File: src/rtl/norm_fifo_arbiter.sv
// Round-robin reader for NUM_REQ tagged-normalized FIFOs feeding one output.
// Define NORM_ARB_TIMEOUT_EN to build the WAIT-state watchdog.
`timescale 1ns/1ps
`ifndef TAG_SIZE
`define TAG_SIZE 4
`endif

package norm_arb_pkg;
    typedef struct packed {
        logic [`TAG_SIZE-1:0] tag;
        logic                 sign;
        logic [7:0]           exp;
        logic [22:0]          frac;
    } tagged_normalized_t;
endpackage

module norm_fifo_arbiter
    import norm_arb_pkg::*;
#(
    parameter int NUM_REQ        = 4,
    parameter int TAG_SIZE       = `TAG_SIZE,
    parameter int TIMEOUT_CYCLES = 8,
    localparam int SRC_W         = $clog2(NUM_REQ)
) (
    input  logic                              clk,
    input  logic                              reset,
    input  logic [NUM_REQ-1:0]                req_ready,
    output logic [NUM_REQ-1:0]                req_read,
    input  logic [NUM_REQ-1:0]                req_valid,
    input  tagged_normalized_t [NUM_REQ-1:0]  req_data,
    output logic                              out_valid,
    input  logic                              out_ready,
    output tagged_normalized_t                out_data,
    output logic [SRC_W-1:0]                  out_src,
    output logic [TAG_SIZE-1:0]               out_tag,
    output logic                              busy,
    output logic                              err_timeout
);

    typedef enum logic [1:0] {
        IDLE  = 2'd0,
        ISSUE = 2'd1,
        WAIT  = 2'd2,
        HOLD  = 2'd3
    } state_t;

    state_t             state_q;
    state_t             state_d;
    logic [SRC_W-1:0]   last_grant;
    logic [SRC_W-1:0]   rr_next;
    tagged_normalized_t out_data_q;
    logic [SRC_W-1:0]   out_src_q;
    logic               grant_ld;
    logic               capture;
    logic               valid_g;
    logic               tmo_hit;

    function automatic logic [SRC_W-1:0] rr_pick(
        input logic [NUM_REQ-1:0] rdy,
        input logic [SRC_W-1:0]   last
    );
        logic [SRC_W-1:0] idx;
        logic [SRC_W-1:0] pick;
        logic             found;
        idx   = last;
        pick  = last;
        found = 1'b0;
        for (int k = 0; k < NUM_REQ; k++) begin
            idx = (idx == SRC_W'(NUM_REQ - 1))
                ? '0 : idx + SRC_W'(1);
            if (!found && rdy[idx]) begin
                pick  = idx;
                found = 1'b1;
            end
        end
        return pick;
    endfunction

    assign rr_next = rr_pick(req_ready, last_grant);
    // last_grant doubles as g from grant until the next grant
    assign valid_g = req_valid[last_grant];

    always_comb begin
        state_d  = state_q;
        grant_ld = 1'b0;
        capture  = 1'b0;
        unique case (state_q)
            IDLE: begin
                if (|req_ready) begin
                    grant_ld = 1'b1;
                    state_d  = ISSUE;
                end
            end
            ISSUE: state_d = WAIT;
            WAIT: begin
                if (valid_g) begin
                    capture = 1'b1;
                    state_d = HOLD;
                end else if (tmo_hit) begin
                    state_d = IDLE;
                end
            end
            HOLD: begin
                if (out_ready) begin
                    if (|req_ready) begin
                        grant_ld = 1'b1;
                        state_d  = ISSUE;
                    end else begin
                        state_d = IDLE;
                    end
                end
            end
            default: state_d = IDLE;
        endcase
    end

    always_ff @(posedge clk) begin
        if (!reset) begin
            state_q    <= IDLE;
            last_grant <= SRC_W'(NUM_REQ - 1);
            out_data_q <= '0;
            out_src_q  <= '0;
        end else begin
            state_q <= state_d;
            if (grant_ld) begin
                last_grant <= rr_next;
            end
            if (capture) begin
                out_data_q <= req_data[last_grant];
                out_src_q  <= last_grant;
            end
        end
    end

`ifdef NORM_ARB_TIMEOUT_EN
    localparam int CNT_W = $clog2(TIMEOUT_CYCLES + 1);

    logic [CNT_W-1:0] wd_cnt;
    logic             err_q;

    assign tmo_hit = (state_q == WAIT) && !valid_g
                  && (wd_cnt == CNT_W'(TIMEOUT_CYCLES - 1));

    always_ff @(posedge clk) begin
        if (!reset) begin
            wd_cnt <= '0;
            err_q  <= 1'b0;
        end else begin
            err_q <= tmo_hit;
            if (state_q != WAIT || tmo_hit) begin
                wd_cnt <= '0;
            end else begin
                wd_cnt <= wd_cnt + CNT_W'(1);
            end
        end
    end

    assign err_timeout = err_q;
`else
    logic unused_tmo_cfg;

    assign unused_tmo_cfg = (TIMEOUT_CYCLES > 0);
    assign tmo_hit        = 1'b0;
    assign err_timeout    = 1'b0;
`endif

    assign req_read  = (state_q == ISSUE)
                     ? (NUM_REQ'(1) << last_grant) : '0;
    assign out_valid = (state_q == HOLD);
    assign busy      = (state_q != IDLE);
    assign out_data  = out_data_q;
    assign out_src   = out_src_q;
    assign out_tag   = TAG_SIZE'(out_data_q.tag);

endmodule

File: config.mk
export PLATFORM = sky130hd
export DESIGN_NAME = norm_fifo_arbiter
export DESIGN_NICKNAME = d
export VERILOG_FILES = /design/src/rtl/norm_fifo_arbiter.sv
export SDC_FILE = /design/constraint.sdc
export NUM_CORES = 1
export LEC_CHECK = 0
export CAP_MARGIN = 5
export CELL_PAD_IN_SITES_DETAIL_PLACEMENT = 0
export CELL_PAD_IN_SITES_GLOBAL_PLACEMENT = 1
export CORE_AREA = 2 2 118 120
export CTS_BUF_LIST = sky130_fd_sc_hd__clkbuf_16
export DETAILED_ROUTE_END_ITERATION = 10
export DIE_AREA = 0 0 120 122
export GPL_TIMING_DRIVEN = 0
export MAX_ROUTING_LAYER = met4
export PLACE_DENSITY = 0.72
export SLEW_MARGIN = 20
export SYNTH_ARGS = -nofsm -noshare
export SYNTH_HDL_FRONTEND = slang
export SYNTH_SLANG_ARGS = --single-unit
export TNS_END_PERCENT = 20
File: constraint.sdc
create_clock -name clk -period 2 [get_ports clk]
set_input_delay 0.4 -clock clk [delete_from_list [all_inputs] [get_ports clk]]
set_output_delay 0.4 -clock clk [all_outputs]
set_load 0.05 [all_outputs]
==> flow_summary_export.csv <==
group,metric,value,unit
run_status,status,"finished, final reports clean",
cts,h-tree-depth,2,
critical_path,r2r-start,"last_grant[1]",
routing,dr.pass1.iters,4,
routing,vias,2941,
cts,tritoncts,"built",
cts,cts_root_buf,"clkbuf_16",
logic_synthesis,syn_area,2890,um2
logic_synthesis,syn_inst,278,
cts,clkTransAtPathRegs,0.06,ns
power_and_ir_drop,p_leak,1.91,nW
global_route,grt_antenna_before_repair,0,
power_and_ir_drop,design_power_total,4.95,mW
critical_path,cp_max_fo,5,
critical_path,r2r_setup_slack,0.13,ns
timing,whs,0.453,ns
timing,finalCriticalPeriod,1.89,ns
cells_and_area,syn_to_final_growth,84.8,%
logic_synthesis,synth-edff-count,0,
critical_path,crit_path_end,"req_read[3]",
power_and_ir_drop,p_per_area,927,nW/um2
critical_path,r2r-end,"last_grant[1]",
floorplanning,ios,204,
logic_synthesis,yosys_warnings,0,
timing,final_hold_viol_count,0,
routing,via_per_inst,4.38,
routing,drc,0,
cells_and_area,fillers,1370,
timing,rsz0062_at_grt,"yes",
logic_synthesis,yosysSeqAreaShare,29.1,%
critical_path,end_kind,"primary output",
critical_path,crit_path_start,"state_q[1]",
timing,setup_viol,0,
cts,clock_latency,0.29,ns
worst_hold_path,hold_class,"reg -> reg",
critical_path,worstPathArrival,1.49,ns
power_and_ir_drop,ir_drop,284,uV
global_route,grt.overflow.total,0,
global_route,grt_pass1_wl,16100,um
global_route,grtUsageTotal,14.6,%
floorplanning,die_w,120,um
cts,cts_buffer_depth,2,
cells_and_area,final_nets,652,
logic_synthesis,yosysUniqueCellTypes,34,
logic_synthesis,avgSynthCellArea,10.4,um2
placement,post-dp-hpwl,8650,um
logic_synthesis,syn_nets,441,
global_route,grt_pass1_vias,3038,
timing,worstMarginPinSlew,0.759,ns
critical_path,worstPathRequired,1.60,ns
critical_path,crit_path_start_kind,"flop",
routing,drtIter0Drc,122,
timing,finClkSkew,0.00397,ns
placement,dp_slack,-0.586,ns
critical_path,critPathKind,"reg -> out",
flow_run,maxCapViolations,0,
timing,drv_slew,0,
floorplanning,dieArea,14600,um2
critical_path,rr_worst_depth,8,
logic_synthesis,synth-seq-cells,42,
timing,fmaxAchievable,530,MHz
timing,finalSetupTns,0,ns
placement,placed_area,5140,um2
cts,numCtsBuffers,5,
routing,postRouteWirelength,10600,um
timing,setup_ws,0.114,ns
logic_synthesis,synth_flop_cell,"dfxtp_1",
floorplanning,fp-row-count,43,
logic_synthesis,async_reset_ff_share,0,%
timing,finalCritPeriodShare,94.3,%
placement,portBuffers,202,
timing,relSlewSlack,49.4,%
cts,clock_sinks,42,
floorplanning,die_y,122,um
routing,wire_per_inst,15.8,um
cells_and_area,fin_area,5330,um2
floorplanning,core,13500,um2
global_route,grt_max_degree,20,
placement,place.gp.congestion,0.710,
cells_and_area,final_layout_size_suffix_gt1_share,26.9,%
floorplanning,initial_core_util,21.4,%
routing,ant_nets,0,
## how the worst min path moves through the flow
stage / from / endpoint / cells past startpoint
final: out_data[14] / out_data[14] / 2
after global routing: out_data[14] / out_data[14] / 2
after CTS: out_data[14] / out_data[14] / 2
after detailed placement: out_data[14] / out_data[14] / 2
after global placement: out_data[15] / out_data[15] / 2
after floorplan: state_q[1] / state_q[1] / 2
## cells by family after synthesis
family | after synthesis | synth area share (%)
other | 1 | 0.130
AOI/OAI and AO/OA | 59 | 14.0
and+or+nand+nor | 92 | 15.7
DFF | 42 | 29.1
buffers and inverters | 37 | 7.89
adders and majority gates | 8 | 3.47
muxes | 39 | 29.7
## placed cells by master (no fill, tap or decap), types with 2 or more instances in the layout
| master | count |
|---|---|
| nand2_1 | 47 |
| mux4_2 | 37 |
| o21ai_1 | 3 |
| and2_1 | 4 |
| dfxtp_2 | 2 |
| nor2_1 | 3 |
| a21oi_1 | 22 |
| o21ai_0 | 3 |
| clkbuf_1 | 6 |
| o22ai_1 | 2 |
| a21oi_2 | 20 |
| clkdlybuf4s15_2 | 2 |
| inv_1 | 12 |
| buf_6 | 4 |
| or3_1 | 2 |
| clkdlybuf4s50_1 | 192 |
| dfxtp_1 | 40 |
| buf_12 | 2 |
| ha_1 | 8 |
| o31ai_1 | 2 |
| clkbuf_16 | 5 |
| buf_2 | 7 |
| nand2_2 | 31 |
| buf_8 | 2 |
| mux2_2 | 2 |
| buf_4 | 14 |
## routing by layer
layer | vias up | GRT usage, % | wire length (um)
met5 | - | - | 0
met4 | 0 | 3.82 | 148
met3 | 12 | 3.56 | 793
met2 | 132 | 25.9 | 5280
met1 | 1379 | 16.5 | 4350
li1 | 1418 | - | -
## synth_stat cells (all sizes together) (3+ instances only)
| cell type | n | area [um2] |
|---|---|---|
| o21ai | 6 | 30.0 |
| nand2 | 78 | 370 |
| clkbuf | 7 | 26.3 |
| ha | 8 | 100 |
| buf | 20 | 164 |
| nor2 | 3 | 11.3 |
| a21oi | 42 | 285 |
| and2 | 5 | 33.8 |
| mux4 | 37 | 833 |
| dfxtp | 42 | 841 |
| inv | 10 | 37.5 |
## where the power goes
| group | leakage, nW | switching (mW) | internal [mW] |
|---|---|---|---|
| clock network | 0.0864 | 0.329 | 0.580 |
| logic | 1.49 | 1.54 | 1.40 |
| registers | 0.340 | 0.106 | 0.987 |
| total | 1.91 | 1.97 | 2.97 |
## through the flow
stage	util [%]	std cells
floorplan	-	278
global placement	38.1	660
detailed placement	38.1	660
CTS	39.3	666
global route	39.5	670
finish	39.5	671
## sequential cells by signal, summed over array words and instances, names as in the netlist
name / flops
state_q: 2
out_src: 2
out_data: 32
out_tag: 4
last_grant: 2
## worst max-delay path, stage by stage (launching register included)
cell and delay, ns:
dfxtp_1 0.40, inv_1 0.09, ha_1 0.22, and2_1 0.16, clkdlybuf4s15_2 0.33
## layout make-up
cell class | instances | area, um2 | share of cell area, %
clock inverters | 3 | 37.5 | 0.704
inverters | 10 | 37.5 | 0.704
diodes | 1 | 2.50 | 0.0469
plain buffers | 25 | 214 | 4.01
clock buffers | 5 | 125 | 2.35
repair buffers | 206 | 2030 | 38.1
well taps | 180 | 225 | 4.22
flip-flops and latches | 42 | 843 | 15.8
multi-input cells | 199 | 1820 | 34.1
## timing repair
action / 4_1_cts / 5_1_grt
setup endpoints to repair: 8 / 8
setup buffers: 0 / 4
resized for setup: 28 / 10
hold buffers: 0 / 0
(Power assumes the default switching activity.)
